===== src/rtl/ball_tracker_pkg.sv =====
// Shared widths, FSM states, snapshot record and colour classifier for ball_tracker.
// Latency: n/a (declarations only).
// Backpressure: n/a.
package ball_tracker_pkg;

  localparam int CNT_W = 19;
  localparam int SX_W  = 29;
  localparam int SY_W  = 28;
  localparam int X_W   = 10;
  localparam int Y_W   = 9;
  localparam int CRD_W = 13;

  typedef enum logic [1:0] {
    ACCUM,
    DIVIDE,
    PUBLISH
  } state_t;

  // Frame-end shadow of the live pixel count and bounding box. The coordinate
  // sums are latched by the two dividers on the same edge, so they are not
  // duplicated here.
  typedef struct packed {
    logic [CNT_W-1:0] cnt;
    logic [X_W-1:0]   x0;
    logic [X_W-1:0]   x1;
    logic [Y_W-1:0]   y0;
    logic [Y_W-1:0]   y1;
  } snap_t;

  // Green-dominance test, evaluated at 9 bits so channel+margin cannot wrap.
  function automatic logic is_ball_colour(input logic [7:0] r, input logic [7:0] g,
                                          input logic [7:0] b, input logic [8:0] g_min,
                                          input logic [8:0] margin);
    return ({1'b0, g} >= g_min) &&
           ({1'b0, g} >= ({1'b0, r} + margin)) &&
           ({1'b0, g} >= ({1'b0, b} + margin));
  endfunction

endpackage


===== src/rtl/ball_tracker_divider.sv =====
// Unsigned restoring divider, one quotient bit per cycle, start/done handshake.
// Latency: o_done pulses DIVIDEND_W cycles after the edge that samples i_start.
// Backpressure: none; a new i_start restarts the operation, quotient holds until then.
module serial_divider #(
  parameter int DIVIDEND_W = 29,
  parameter int DIVISOR_W  = 19,
  parameter int QUOT_W     = 10
) (
  input  logic                  i_clk,
  input  logic                  i_rst_n,
  input  logic                  i_start,
  input  logic [DIVIDEND_W-1:0] i_dividend,
  input  logic [DIVISOR_W-1:0]  i_divisor,
  output logic                  o_done,
  output logic [QUOT_W-1:0]     o_quotient
);

  localparam int STEP_W = $clog2(DIVIDEND_W + 1);

  logic [DIVISOR_W-1:0]  r_rem;
  logic [DIVIDEND_W-1:0] r_quo;
  logic [DIVISOR_W-1:0]  r_dvs;
  logic [STEP_W-1:0]     r_step;
  logic                  r_busy;
  logic                  r_done;

  logic [DIVISOR_W:0]    w_shift;
  logic                  w_fits;
  logic [DIVISOR_W-1:0]  w_diff;

  // The partial remainder is always below the divisor, so when the trial
  // subtraction fits the difference is exact in DIVISOR_W bits.
  assign w_shift = {r_rem, r_quo[DIVIDEND_W-1]};
  assign w_fits  = (w_shift >= {1'b0, r_dvs});
  assign w_diff  = w_shift[DIVISOR_W-1:0] - r_dvs;

  assign o_done     = r_done;
  assign o_quotient = r_quo[QUOT_W-1:0];

  // Load operands on start, then shift one quotient bit in per cycle.
  always_ff @(posedge i_clk or negedge i_rst_n) begin
    if (!i_rst_n) begin
      r_rem  <= '0;
      r_quo  <= '0;
      r_dvs  <= '0;
      r_step <= '0;
      r_busy <= 1'b0;
      r_done <= 1'b0;
    end else begin
      r_done <= 1'b0;
      if (i_start) begin
        r_rem  <= '0;
        r_quo  <= i_dividend;
        r_dvs  <= i_divisor;
        r_step <= '0;
        r_busy <= 1'b1;
      end else if (r_busy) begin
        r_rem <= w_fits ? w_diff : w_shift[DIVISOR_W-1:0];
        r_quo <= {r_quo[DIVIDEND_W-2:0], w_fits};
        if (r_step == STEP_W'(DIVIDEND_W - 1)) begin
          r_busy <= 1'b0;
          r_done <= 1'b1;
        end else begin
          r_step <= r_step + STEP_W'(1);
        end
      end
    end
  end

endmodule


===== src/rtl/ball_tracker.sv =====
// Per-frame green-ball centroid, bounding box and pixel count from the VGA pixel stream.
// Latency: outputs + o_frame_done 31 cycles after the frame-end cycle (2 when no ball pixels).
// Backpressure: none; streaming input, results held until the next publish.
module ball_tracker
  import ball_tracker_pkg::*;
#(
  parameter int X_START    = 144,
  parameter int Y_START    = 33,
  parameter int WIDTH      = 640,
  parameter int HEIGHT     = 480,
  parameter int G_MIN      = 100,
  parameter int MARGIN     = 40,
  parameter int MIN_PIXELS = 16
) (
  input  logic             i_clk,
  input  logic             i_rst_n,
  input  logic             i_enable,
  input  logic [7:0]       i_r_in,
  input  logic [7:0]       i_g_in,
  input  logic [7:0]       i_b_in,
  input  logic [CRD_W-1:0] i_vga_h_cnt,
  input  logic [CRD_W-1:0] i_vga_v_cnt,
  output logic [X_W-1:0]   o_ball_x,
  output logic [Y_W-1:0]   o_ball_y,
  output logic [X_W-1:0]   o_box_x0,
  output logic [X_W-1:0]   o_box_x1,
  output logic [Y_W-1:0]   o_box_y0,
  output logic [Y_W-1:0]   o_box_y1,
  output logic [CNT_W-1:0] o_pix_count,
  output logic             o_ball_valid,
  output logic             o_frame_done
);

  localparam logic [CRD_W-1:0] H_LO = CRD_W'(X_START);
  localparam logic [CRD_W-1:0] H_HI = CRD_W'(X_START + WIDTH);
  localparam logic [CRD_W-1:0] V_LO = CRD_W'(Y_START);
  localparam logic [CRD_W-1:0] V_HI = CRD_W'(Y_START + HEIGHT);

  logic [CNT_W-1:0] r_cnt;
  logic [SX_W-1:0]  r_sum_x;
  logic [SY_W-1:0]  r_sum_y;
  logic [X_W-1:0]   r_x_min, r_x_max;
  logic [Y_W-1:0]   r_y_min, r_y_max;
  logic [CRD_W-1:0] r_v_prev;
  state_t           r_state;
  snap_t            r_snap;

  logic             w_in_win, w_ball, w_frame_end, w_take_snap, w_start, w_snap_valid;
  logic [X_W-1:0]   w_x, w_quo_x;
  logic [Y_W-1:0]   w_y, w_quo_y;
  logic             w_done_x, w_done_y;

  assign w_in_win = (i_vga_h_cnt >= H_LO) && (i_vga_h_cnt < H_HI) &&
                    (i_vga_v_cnt >= V_LO) && (i_vga_v_cnt < V_HI);
  // Offsets are below WIDTH/HEIGHT inside the window, so low-bit subtraction is exact.
  assign w_x = i_vga_h_cnt[X_W-1:0] - H_LO[X_W-1:0];
  assign w_y = i_vga_v_cnt[Y_W-1:0] - V_LO[Y_W-1:0];
  assign w_ball = w_in_win && i_enable &&
                  is_ball_colour(i_r_in, i_g_in, i_b_in, 9'(G_MIN), 9'(MARGIN));

  assign w_frame_end  = (i_vga_v_cnt >= V_HI) && (r_v_prev < V_HI);
  assign w_take_snap  = (r_state == ACCUM) && w_frame_end;
  assign w_start      = w_take_snap && (r_cnt != '0);
  assign w_snap_valid = (r_snap.cnt >= CNT_W'(MIN_PIXELS));

  // Previous V count for first-line-of-blanking detection.
  always_ff @(posedge i_clk or negedge i_rst_n) begin
    if (!i_rst_n) r_v_prev <= '0;
    else          r_v_prev <= i_vga_v_cnt;
  end

  // Live per-frame accumulators; cleared on the edge that snapshots them.
  always_ff @(posedge i_clk or negedge i_rst_n) begin
    if (!i_rst_n) begin
      r_cnt   <= '0;
      r_sum_x <= '0;
      r_sum_y <= '0;
      r_x_min <= '0;
      r_x_max <= '0;
      r_y_min <= '0;
      r_y_max <= '0;
    end else if (w_take_snap) begin
      r_cnt   <= '0;
      r_sum_x <= '0;
      r_sum_y <= '0;
      r_x_min <= '0;
      r_x_max <= '0;
      r_y_min <= '0;
      r_y_max <= '0;
    end else if (w_ball) begin
      r_cnt   <= r_cnt + CNT_W'(1);
      r_sum_x <= r_sum_x + {{(SX_W-X_W){1'b0}}, w_x};
      r_sum_y <= r_sum_y + {{(SY_W-Y_W){1'b0}}, w_y};
      if (r_cnt == '0) begin
        r_x_min <= w_x;
        r_x_max <= w_x;
        r_y_min <= w_y;
        r_y_max <= w_y;
      end else begin
        if (w_x < r_x_min) r_x_min <= w_x;
        if (w_x > r_x_max) r_x_max <= w_x;
        if (w_y < r_y_min) r_y_min <= w_y;
        if (w_y > r_y_max) r_y_max <= w_y;
      end
    end
  end

  // Both dividers run the full dividend width so they finish together.
  serial_divider #(.DIVIDEND_W(SX_W), .DIVISOR_W(CNT_W), .QUOT_W(X_W)) u_div_x (
    .i_clk      (i_clk),
    .i_rst_n    (i_rst_n),
    .i_start    (w_start),
    .i_dividend (r_sum_x),
    .i_divisor  (r_cnt),
    .o_done     (w_done_x),
    .o_quotient (w_quo_x)
  );

  serial_divider #(.DIVIDEND_W(SX_W), .DIVISOR_W(CNT_W), .QUOT_W(Y_W)) u_div_y (
    .i_clk      (i_clk),
    .i_rst_n    (i_rst_n),
    .i_start    (w_start),
    .i_dividend ({{(SX_W-SY_W){1'b0}}, r_sum_y}),
    .i_divisor  (r_cnt),
    .o_done     (w_done_y),
    .o_quotient (w_quo_y)
  );

  // Frame sequencing: snapshot at frame end, wait for the centroid, publish once.
  always_ff @(posedge i_clk or negedge i_rst_n) begin
    if (!i_rst_n) begin
      r_state      <= ACCUM;
      r_snap       <= '0;
      o_ball_x     <= '0;
      o_ball_y     <= '0;
      o_box_x0     <= '0;
      o_box_x1     <= '0;
      o_box_y0     <= '0;
      o_box_y1     <= '0;
      o_pix_count  <= '0;
      o_ball_valid <= 1'b0;
      o_frame_done <= 1'b0;
    end else begin
      o_frame_done <= 1'b0;
      case (r_state)
        ACCUM: begin
          if (w_frame_end) begin
            r_snap.cnt <= r_cnt;
            r_snap.x0  <= r_x_min;
            r_snap.x1  <= r_x_max;
            r_snap.y0  <= r_y_min;
            r_snap.y1  <= r_y_max;
            r_state    <= DIVIDE;
          end
        end
        DIVIDE: begin
          // An empty frame never started the dividers; skip straight on.
          if ((r_snap.cnt == '0) || (w_done_x && w_done_y)) r_state <= PUBLISH;
        end
        PUBLISH: begin
          o_pix_count  <= r_snap.cnt;
          o_ball_valid <= w_snap_valid;
          if (w_snap_valid) begin
            o_ball_x <= w_quo_x;
            o_ball_y <= w_quo_y;
            o_box_x0 <= r_snap.x0;
            o_box_x1 <= r_snap.x1;
            o_box_y0 <= r_snap.y0;
            o_box_y1 <= r_snap.y1;
          end
          o_frame_done <= 1'b1;
          r_state      <= ACCUM;
        end
        default: r_state <= ACCUM;
      endcase
    end
  end

endmodule

===== config.mk =====
export PLATFORM = sky130hd
export DESIGN_NAME = ball_tracker
export DESIGN_NICKNAME = d
export VERILOG_FILES = /design/src/rtl/ball_tracker_pkg.sv /design/src/rtl/ball_tracker_divider.sv /design/src/rtl/ball_tracker.sv
export SDC_FILE = /design/constraint.sdc
export NUM_CORES = 1
export LEC_CHECK = 0
export ABC_AREA = 0
export BUFFER_PORTS_ARGS = -buffer_cell sky130_fd_sc_hd__buf_2
export CORE_ASPECT_RATIO = 0.75
export CORE_MARGIN = 2
export CORE_UTILIZATION = 45
export CTS_CLUSTER_SIZE = 20
export DETAILED_ROUTE_END_ITERATION = 10
export PLACE_DENSITY = 0.61
export SYNTH_ARGS = -nofsm -noshare
export SYNTH_HDL_FRONTEND = slang
export SYNTH_HIERARCHICAL = 1
export SYNTH_SLANG_ARGS = --single-unit
export TNS_END_PERCENT = 1

===== constraint.sdc =====
create_clock -name i_clk -period 3.5 [get_ports i_clk]
set_clock_uncertainty 0.2 [all_clocks]
set_input_delay 0.525 -clock i_clk [delete_from_list [all_inputs] [get_ports i_clk]]
set_output_delay 0.525 -clock i_clk [all_outputs]
set_load 0.1 [all_outputs]

==> key figures, run 1 <==
Die
  – Die width: approximately 260 microns
  – Ports: roughly 130
  – CORE AREA: 48700 sq um
  – Row Count: 70
  – Die Y: 196 microns
  – Starting Density: 45.6%
  – Die ar.: 51100 sq um

Route
  – Via count: 17600
  – Routed Antenna Nets: 0
  – Drt drc: 0
  – WL final: between 50000 and 60000 microns
  – DR WL/cell: between 15 and 20 microns
  – Mean number of vias per cell: 5.60
  – Drt first pass iters: 7
  – 1st-iter DRT viols: 1380

Run status
  – Status: completed

Synth
  – Post-Syn Area per Cell: 9.70 sq um
  – Syn nets: 2466
  – Yosys cell types: 77
  – Main synth FF type: dfrtp_1
  – Number of synthesized flops with an enable pin: 0
  – Sequential area share after synthesis: 46.4%
  – Share of the synthesized area in the top cell type: 46.4%
  – Area leader, netlist: dfrtp_1
  – Mapped Area: 22200 sq um
  – Synthesized flop and latch total: 412
  – Yosys warns: 6
  – Mapped Cells: 2288
  – Asr flop ratio synth: 100%
  – Dominant cells by area after synthesis: dfrtp_1 (46%), ha_1 (6.8%), nand2_1 (6.0%), mux2_2 (4.3%), o21ai_0 (4.1%)

CTS
  – CTS max path bufs: 3
  – Worst-Skew Late Latency: 570 ps
  – Clk slew on worst S/H paths: 60 ps
  – Sink Count: approximately 410
  – Number of post-CTS setup repair buffers: 0
  – CTS H-Tree Depth: 2
  – Cts bufs inserted: 43
  – Root buf cell: clkbuf_16
  – CTS tree: yes

Finish
  – Fillers: between 4000 and 5000
  – Design Area, Final: 25800 sq um
  – Highest-count cells in the layout ignoring fill and taps: dfrtp_1 (410), nand2_1 (356), o21ai_0 (180)
  – Area growth syn-to-layout: 16.2%
  – Ant diodes: 0
  – Final net count: 2650
  – Layout cells sized above 1: approximately a fifth
  – Commonest non-fill, non-tap cell in the layout: dfrtp_1

STA
  – Relative slew slack: slightly below 40%
  – Period Utilization, post-route: 96.0%
  – Final Max Slew Viols: 0
  – Max Freq: 0.297 GHz
  – Fin crit period: 3360 ps
  – Hold Violations, Final: 0
  – Final Setup Violations: 0
  – Worst slew pin tran: around 910 ps
  – RSZ-0062 raised after global routing: yes

GRT
  – Initial antenna violation count: 0
  – Total Routing Usage GR: 22.4%
  – Vias in the first global route: between 15000 and 20000
  – Largest net degree at the start of global routing: 104
  – Total grt overflow: 0
  – First-pass GRT wire length: 92300 microns

Setup path
  – CP Launch Type: input pin
  – Worst Path Required: 3780 ps
  – Critical path class: input pin to flip-flop
  – Crit. End Element: flip-flop
  – Worst-path maximum fanout: 17
  – Critical path arrival: 3640 ps

Placement
  – DP HPWL: 41000 microns
  – DP Area: 24200 sq um
  – Count of input and output buffers: 130
  – GPL Wtd Cong: 0.913

Power
  – Total Power: approximately 15 mW
  – Peak VDD IR: around 0.38 mV
  – Pwr dens: around 600 nW/um^2
  – Static Leak: ~12 nW

Min path
  – HP Class: input pin to flip-flop

Run
  – Max-cap violations: 0
## where the power goes
part | internal (mW) | total [mW] | switching (mW)
logic | 2.12 | 4.89 | 2.77
registers | 5.45 | 6.00 | 0.551
clock network | 2.66 | 4.59 | 1.92
total | 10.2 | 15.5 | 5.25
## cells in the mapped netlist, drive strengths merged (6+ instances only)
cell type,count
and4,7
inv,139
or4,22
a21oi,103
o31ai,18
a311oi,28
clkbuf,74
nor3b,10
nor4,18
nor2b,10
a31o,15
or3,16
o21a,9
dfrtp,412
a22o,25
o311ai,6
nand3,21
a41oi,8
nor3,29
o2111ai,6
a31oi,15
o211ai,16
nand2b,14
a211oi,30
o21ai,186
ha,121
a41o,6
o2bb2ai,9
buf,62
nand4,46
and2,11
nand2,356
xor2,27
mux2,84
nor2,127
xnor2,31
mux2i,70
and3,20
a21o,26
## sequential cells by signal, indices dropped and copies added, names as in the netlist, 19 cells and up
register,count
u_div_y/r_quo,29
u_div_y/r_dvs,19
o_pix_count,19
u_div_y/r_rem,19
r_sum_x,29
u_div_x/r_quo,29
u_div_x/r_rem,19
u_div_x/r_dvs,19
r_sum_y,28
r_cnt,19
r_snap,57
## critical path, cell delays in order
cell and delay [ps]:
dlygate4sd3_1 540, buf_2 130, or4_1 590, o31ai_4 340
o2111ai_4 210, or4_1 520, buf_4 210, or4_1 410
a21oi_1 150
## layer usage
layer / share of wire [%] / global-route usage, % / wire [microns] / up-vias
met3: 4.8 / 3.50 / 2700 / 67
met1: 50 / 34.0 / 27900 / 8738
met5: 0 / 0 / 0 / -
met4: 1.7 / 5.25 / 941 / 0
met2: 44 / 33.5 / 24800 / 353
li1: - / - / - / 8485
## final cells by class
class                      instances  area, sq um  area share [%]
timing repair buffer             275         1930            7.47
tap                              648          811            3.14
sequential                       412        10300            40.0
clock buffer                      62         1270            4.92
inverter                         139          522            2.02
multi-input combinational       1601        10800            41.9
clock inverter                    15          138           0.534
## cells by family after synthesis
group / share of synthesized area, %
mux: 7.42
buf+inv: 5.28
flops: 46.4
compound gates: 16.1
other cells: 0.0169
fa+ha+maj: 7.18
simple gates: 15.2
xor+xnor: 2.29
## worst paths after layout
check / startpoint / end / slack, ps / cells past startpoint
max: i_vga_v_cnt[8] / r_sum_y[25] / 140 / 9
min: i_vga_v_cnt[6] / r_v_prev[6] / 40 / 2
max reg2reg: u_div_x/r_quo[28] / u_div_x/r_rem[0] / 280 / 10
min reg2reg: r_snap[28] / r_snap[28] / 270 / 2
max in group asynchronous: i_rst_n / r_v_prev[8] / 1790 / 3
min in group asynchronous: i_rst_n / u_div_x/r_rem[16] / 290 / 2
## stage by stage
stage                     setup WS (ps)  cells  hold slack [ps]  setup TNS (ps)  utilization [%]
final                               139   3152             37.8               0             52.9
after global routing              -9.92   3152             16.8           -9.92             52.9
after CTS                          17.2   3152             7.88               0             52.9
after detailed placement           -428   3064              260          -15360             49.8
after global placement             -307   3064              261           -8030             49.8
after floorplan                   -61.2   2288             29.4            -328                -
## repair_timing
action                                 in CTS  in global routing
gates resized for setup                     0                  6
endpoints found under the hold margin      70                  0
setup endpoints to repair                   0                 39
hold buffers                               11                  0
Power figures use the tool's default switching activity.
==> inputs of run 2 (changes only) <==
--- a/config.mk
+++ b/config.mk
@@ -5,14 +5,16 @@
 export SDC_FILE = /design/constraint.sdc
 export NUM_CORES = 1
 export LEC_CHECK = 0
-export ABC_AREA = 0
+export ABC_AREA = 1
 export BUFFER_PORTS_ARGS = -buffer_cell sky130_fd_sc_hd__buf_2
+export CELL_PAD_IN_SITES_DETAIL_PLACEMENT = 1
+export CELL_PAD_IN_SITES_GLOBAL_PLACEMENT = 1
 export CORE_ASPECT_RATIO = 0.75
 export CORE_MARGIN = 2
 export CORE_UTILIZATION = 45
 export CTS_CLUSTER_SIZE = 20
 export DETAILED_ROUTE_END_ITERATION = 10
-export PLACE_DENSITY = 0.61
+export PLACE_DENSITY = 0.78
 export SYNTH_ARGS = -nofsm -noshare
 export SYNTH_HDL_FRONTEND = slang
 export SYNTH_HIERARCHICAL = 1
==> run 2 against run 1 <==
Against the previous run: via count rose by 21%; non-clock buffer count down 69; worst hold slack worse by 2.6 ps; cell count up 26%; die area increased by 7.9%; utilization shrank 1.7 points; synthesized cell count grew 35%; critical path depth up 8; sequential power grew 17%; synthesized area grew 8.0%; clock power decreased by 1%; combinational power rose by 100%; largest power group is now combinational cells.
==> key figures, run 2 <==
STA
  – RSZ-0062 raised after global routing: no
  – Max Freq: 0.309 GHz
  – Worst slew pin tran: 979 ps
  – Worst Hold Slack: ~35 ps
  – Fin crit period: approximately 3200 ps
  – Final WS setup: approximately 260 ps
  – Final Setup Violations: 0
  – Final Max Slew Viols: 0
  – Relative slew slack: between 30% and 40%
  – Period Utilization, post-route: 92.5%
  – Hold Violations, Final: 0

CTS
  – Root buf cell: clkbuf_16
  – Number of post-CTS setup repair buffers: 0
  – CTS H-Tree Depth: 2
  – Worst-Skew Late Latency: approximately 580 ps
  – CTS max path bufs: 3
  – CTS tree: yes
  – Cts bufs inserted: 43
  – Clk slew on worst S/H paths: 60 ps
  – Sink Count: 412

Setup path
  – Worst-path maximum fanout: 5
  – Critical path, cell by cell: dlygate4sd3_1 -> buf_2 -> nor2_2 -> nand3_1 -> or2_2 -> nand2_1 -> inv_1 -> ha_1 -> nand2_1 -> nor2_1 -> nand3_1 -> nand3_1 -> nand2_1 -> xor2_1 -> nor2_1 -> nand2_1 -> nand2_1
  – Flop-to-flop setup slack: 300 ps
  – Reg2reg end: u_div_y/r_rem[15]
  – Worst path bufs/invs: 3
  – Crit. End Element: flip-flop
  – CP Launch Type: input pin
  – Worst Path Required: 3800 ps
  – CP max stage delay: roughly 540 ps
  – CP startpoint: i_vga_v_cnt[2]
  – R2R cell count: 12
  – Largest delay share family, worst path: simple AND/OR/NAND/NOR gates
  – Critical path class: input pin to flip-flop
  – Most frequent cell on the critical path: nand2_1
  – CP Depth: 17
  – Critical path arrival: 3540 ps
  – R2R Path Start: r_cnt[1]
  – CP max stage cell: dlygate4sd3_1

Finish
  – Number of flip-flops in the largest register: 57
  – Most flops, register: r_snap
  – Area growth syn-to-layout: 12.8%
  – Highest-count cells in the layout ignoring fill and taps: nand2_1 (933), dfrtp_1 (412), inv_1 (393)
  – Final net count: 3397
  – Commonest non-fill, non-tap cell in the layout: nand2_1
  – Layout cells sized above 1: 11.7%
  – Ant diodes: 0

Placement
  – GPL Wtd Cong: 0.933
  – DP HPWL: between 50000 and 60000 microns
  – Setup slack at placement: -117 ps
  – Count of input and output buffers: 130

Die
  – Ports: 131
  – Die width: 271 microns
  – Starting Density: 45.4%
  – Die Y: 204 microns
  – CORE AREA: 52800 sq um
  – Row Count: 73
  – Die ar.: 55200 sq um

Synth
  – Sequential area share after synthesis: between 40% and 50%
  – Main synth FF type: dfrtp_1
  – Mapped Cells: slightly above 3000
  – Largest family of logic cells by synthesized area: simple AND/OR/NAND/NOR gates
  – Synth Area in Adders: 6.65%
  – Mapped Area: 24000 sq um
  – Area leader, netlist: dfrtp_1
  – Most frequent cells after synthesis: nand2_1 (936), dfrtp_1 (412), inv_1 (393)
  – Synth Area in Compound Gates: 7.44%
  – Asr flop ratio synth: 100%
  – Post-Synth XOR/XNOR Area: under 10%
  – Post-synthesis simple-gate area fraction: 27.8%
  – Yosys warns: 6
  – Dominant cells by area after synthesis: dfrtp_1 (43%), nand2_1 (15%), ha_1 (6.3%), inv_1 (6.2%), nand3_1 (5.9%)
  – Number of synthesized flops with an enable pin: 0
  – Top-count cell post-synth: nand2_1
  – Share of the synthesized area in the top cell type: 43.0%
  – Yosys cell types: 44
  – Synthesized flop and latch total: 412
  – Syn nets: 3262
  – Post-synthesis mux area share: 3.57%
  – Post-Syn Area per Cell: 7.78 sq um

Route
  – Drt drc: 0
  – Drt first pass iters: 5
  – 1st-iter DRT viols: 1421
  – Via count: 21300
  – Routed Antenna Nets: 0
  – Mean number of vias per cell: 5.38
  – DR WL/cell: 18.5 microns
  – WL final: 73300 microns

GRT
  – First-pass GRT wire length: 120000 microns
  – Total Routing Usage GR: between 20 and 30%
  – Largest net degree at the start of global routing: 94
  – Vias in the first global route: between 20000 and 25000
  – Total grt overflow: 0
  – Initial antenna violation count: 0

Min path
  – Min-Delay Path Depth: 2
  – HP Class: input pin to flip-flop
  – Min-delay src: i_vga_v_cnt[0]
  – Hold Crit Endpoint: r_v_prev[0]

Run status
  – Status: completed

Power
  – Total Power: roughly 21 mW
  – Static Leak: roughly 14 nW
  – Pwr dens: between 700 and 800 nW/um^2
  – Peak VDD IR: 0.410 mV

Run
  – Max-cap violations: 0
[run 2: changes by cell type in the layout (fill, tap and decap cells not counted), sizes merged, moves of 30 or more]
cell    delta
nor2      +81
buf       -71
a21oi     -36
nand2    +593
mux2i     -70
inv      +258
nand3    +267
o221ai    +47
a211oi    -30
[run 2: how the worst max path moves through the flow]
stage          slack [ps]          end
6_report              260  r_sum_y[27]
5_1_grt                10  r_sum_y[10]
4_1_cts               190  r_sum_y[27]
3_5_place_dp         -120  r_sum_y[27]
3_3_place_gp           20  r_sum_y[25]
2_1_floorplan         480  r_sum_y[23]
[run 2: stage by stage]
stage	utilization, %	instance area, sq um	std cells	TNS [ps]
floorplan	-	24000	3084	0
global placement	48.3	25500	3873	0
detailed placement	48.3	25500	3873	-1460
CTS	51.2	27000	3960	0
global route	51.2	27100	3960	0
finish	51.2	27100	3960	0
[run 2: final cells by class]
class	count	area, sq um
Clock buffer	64	1270
Tap cell	712	891
Sequential cell	412	10300
Multi-Input combinational cell	2157	11600
Inverter	399	1500
Clock inverter	10	100
Fill cell	6629	25700
Timing Repair Buffer	206	1380
[run 2: cells by family after synthesis]
kind of cell | Yosys count
adder cells (fa/ha/maj) | 125
other | 1
XOR/XNOR | 73
multiplexers | 76
flip-flops | 412
buffers and inverters | 515
AND/OR/NAND/NOR | 1577
AO/OA/AOI/OAI | 305
[run 2: where the power goes]
group,internal (mW),leakage [nW],total (mW),switching [mW]
Combinational,3.30,8.15,9.81,6.51
Sequential,6.11,5.43,7.02,0.903
Clock,2.58,0.669,4.54,1.97
[run 2: per-layer routing]
metal / vias to the layer above / GRT usage [%] / share of wire (%) / wire (microns)
li1: 10200 / - / - / -
met1: 10600 / 38.3 / 49 / 35700
met2: 386 / 43.9 / 45 / 32900
met3: 99 / 3.47 / 4.1 / 3040
met4: 0 / 6.89 / 2.2 / 1590
met5: - / 0 / 0 / 0
[run 2: what timing repair did]
action | in CTS | in global routing
endpoints found under the setup margin | 0 | 29
endpoints found under the hold margin | 79 | 0
gates resized for setup | 0 | 12
hold buffers | 13 | 0
[run 2: worst reg2reg max path, cell delays in order, from the launching register on]
cell	delay, ps
dfrtp_1	470
inv_1	130
ha_1	190
nand2_1	60
nor4_1	270
nand4_1	400
and3_4	430
nor2_1	250
buf_4	350
nand2_2	180
nand2_1	100
nand2_1	60
nand2_1	70
==> inputs of run 3 (changes only) <==
==> constraint.sdc (replaced) <==
create_clock -name i_clk -period 3.48 [get_ports i_clk]
set_clock_uncertainty 0.2 [all_clocks]
set_input_delay 0.522 -clock i_clk [delete_from_list [all_inputs] [get_ports i_clk]]
set_output_delay 0.522 -clock i_clk [all_outputs]
set_load 0.1 [all_outputs]
==> run 3 against run 2 <==
Against the previous run: setup slack lost 120 ps; critical path type unchanged; register-to-register slack improved by 110 ps; global-route usage up 0.32 points; critical path depth increased by 3.
==> key figures, run 3 (synthesis results as in run 2) <==
GRT
  – Initial antenna violation count: 1
  – First-pass GRT wire length: around 120000 microns
  – Largest net degree at the start of global routing: 83
  – Total Routing Usage GR: 27.3%
  – Vias in the first global route: 22600
  – Total grt overflow: 0

Finish
  – Number of flip-flops in the largest register: 57
  – Area growth syn-to-layout: 13.5%
  – Commonest non-fill, non-tap cell in the layout: nand2_1
  – Fillers: 6599
  – Reg area: 10300 sq um
  – Highest-count cells in the layout ignoring fill and taps: nand2_1 (933), dfrtp_1 (412), inv_1 (393)
  – Most flops, register: r_snap
  – Fin cells: 3964
  – Ant diodes: 0
  – Layout cells sized above 1: 11.9%
  – Final net count: 3396
  – Multi-input gate area: 11600 sq um

Die
  – Ports: approximately 130
  – Row Count: 73
  – CORE AREA: 52800 sq um
  – Starting Density: 45.4%
  – Die Y: 204 microns
  – Die width: 271 microns
  – Die ar.: 55200 sq um

Setup path
  – CP Launch Type: input pin
  – Worst-path maximum fanout: 5
  – Largest delay share family, worst path: simple AND/OR/NAND/NOR gates
  – Worst path bufs/invs: 3
  – Worst Path Required: 3750 ps
  – Most frequent cell on the critical path: nand2_1
  – Critical path class: input pin to flip-flop
  – Critical path, cell by cell: dlygate4sd3_1 -> buf_2 -> nor2_1 -> nand3_1 -> nand2_1 -> nand2_1 -> xor2_1 -> inv_1 -> ha_1 -> nand2_1 -> o21ai_0 -> nand2_1 -> nand2_1 -> nand2_1 -> nand2_1 -> nand2_1 -> nand2_1 -> nor2_1 -> nand2_1 -> o21ai_0
  – CP max stage cell: dlygate4sd3_1
  – Crit. End Element: flip-flop
  – CP max stage delay: 540 ps
  – Critical path arrival: roughly 3600 ps

STA
  – Final WS setup: roughly 140 ps
  – Max Freq: roughly 0.30 GHz
  – Hold Violations, Final: 0
  – Final Setup Violations: 0
  – Worst Hold Slack: 88.8 ps
  – Relative slew slack: 56.6%
  – Period Utilization, post-route: 96.0%
  – Final Max Slew Viols: 0
  – RSZ-0062 raised after global routing: yes
  – Worst slew pin tran: 644 ps
  – Fin crit period: 3340 ps

Placement
  – Placed Cells: just under 4000
  – GPL Wtd Cong: slightly above 0.9
  – DP HPWL: 55200 microns
  – Count of input and output buffers: 130
  – Setup slack at placement: -114 ps

CTS
  – CTS H-Tree Depth: 2
  – CTS tree: yes
  – Clk slew on worst S/H paths: 70 ps
  – Sink Count: 412
  – CTS max path bufs: 3
  – Worst-Skew Late Latency: roughly 600 ps
  – Number of post-CTS setup repair buffers: 0
  – Root buf cell: clkbuf_16
  – Cts bufs inserted: 44

Run
  – Max-cap violations: 0

Route
  – WL final: 74500 microns
  – Via count: 21300
  – Routed Antenna Nets: 0
  – Drt drc: 0
  – DR WL/cell: 18.8 microns
  – Drt first pass iters: 5
  – Mean number of vias per cell: 5.39
  – 1st-iter DRT viols: 1491

Power
  – Peak VDD IR: 0.476 mV
  – Static Leak: between 10 and 15 nW
  – Pwr dens: 807 nW/um^2

Run status
  – Status: completed

Min path
  – HP Class: input pin to flip-flop
[run 3: through the flow]
stage	power, mW	util (%)	TNS [ps]	area, sq um
global placement	16.3	48.4	-6.39	25600
CTS	22.1	51.5	0	27200
floorplan	14.0	-	0	24000
finish	22.0	51.6	0	27200
global route	23.8	51.6	-245	27200
detailed placement	16.9	48.4	-774	25600
[run 3: where the power goes]
group	internal, mW	switching (mW)	total (mW)
registers	6.15	0.909	7.06
logic	3.34	6.57	9.91
clock network	2.92	2.08	5.00
[run 3: cell type report]
class	count	area share (%)
tap	712	3.27
inverter	399	5.50
clock inverter	22	0.974
timing repair buffer	204	5.19
multi-input combinational	2157	42.6
clock buffer	58	4.61
sequential	412	37.9
[run 3: worst paths after layout]
check	from	endpoint	slack [ps]	cells past startpoint
worst max-delay path	i_vga_v_cnt[3]	r_sum_y[20]	140	20
worst min register to register	r_x_min[8]	r_x_min[8]	270	2
min in group asynchronous	i_rst_n	u_div_y/r_rem[10]	330	2
worst min-delay path	i_vga_h_cnt[4]	r_x_min[4]	90	4
max in group asynchronous	i_rst_n	r_y_max[4]	1880	3
worst max register to register	r_cnt[1]	u_div_y/r_rem[13]	410	12
[run 3: per-layer routing]
metal / track usage, % / share of wire, % / up-vias
li1: - / - / 10200
met2: 44.7 / 45 / 394
met3: 3.48 / 4.2 / 102
met1: 38.5 / 48 / 10700
met5: 0 / 0 / -
met4: 7.06 / 2.1 / 0
[run 3: timing repair]
| action | CTS | global route |
|---|---|---|
| endpoints found under the hold margin | 74 | 0 |
| endpoints found under the setup margin | 0 | 23 |
| hold buffers | 14 | 0 |
| resized for setup | 0 | 6 |
[run 3: worst register-to-register path, cell delays in order, from the launching register on]
cell,delay [ps]
dfrtp_1,450
inv_1,120
ha_1,170
nand2_1,70
nor4_1,220
nand4_1,420
and3_4,420
nor2_1,240
buf_4,340
nand2_2,170
nand2_1,90
nand2_1,50
nand2_1,50
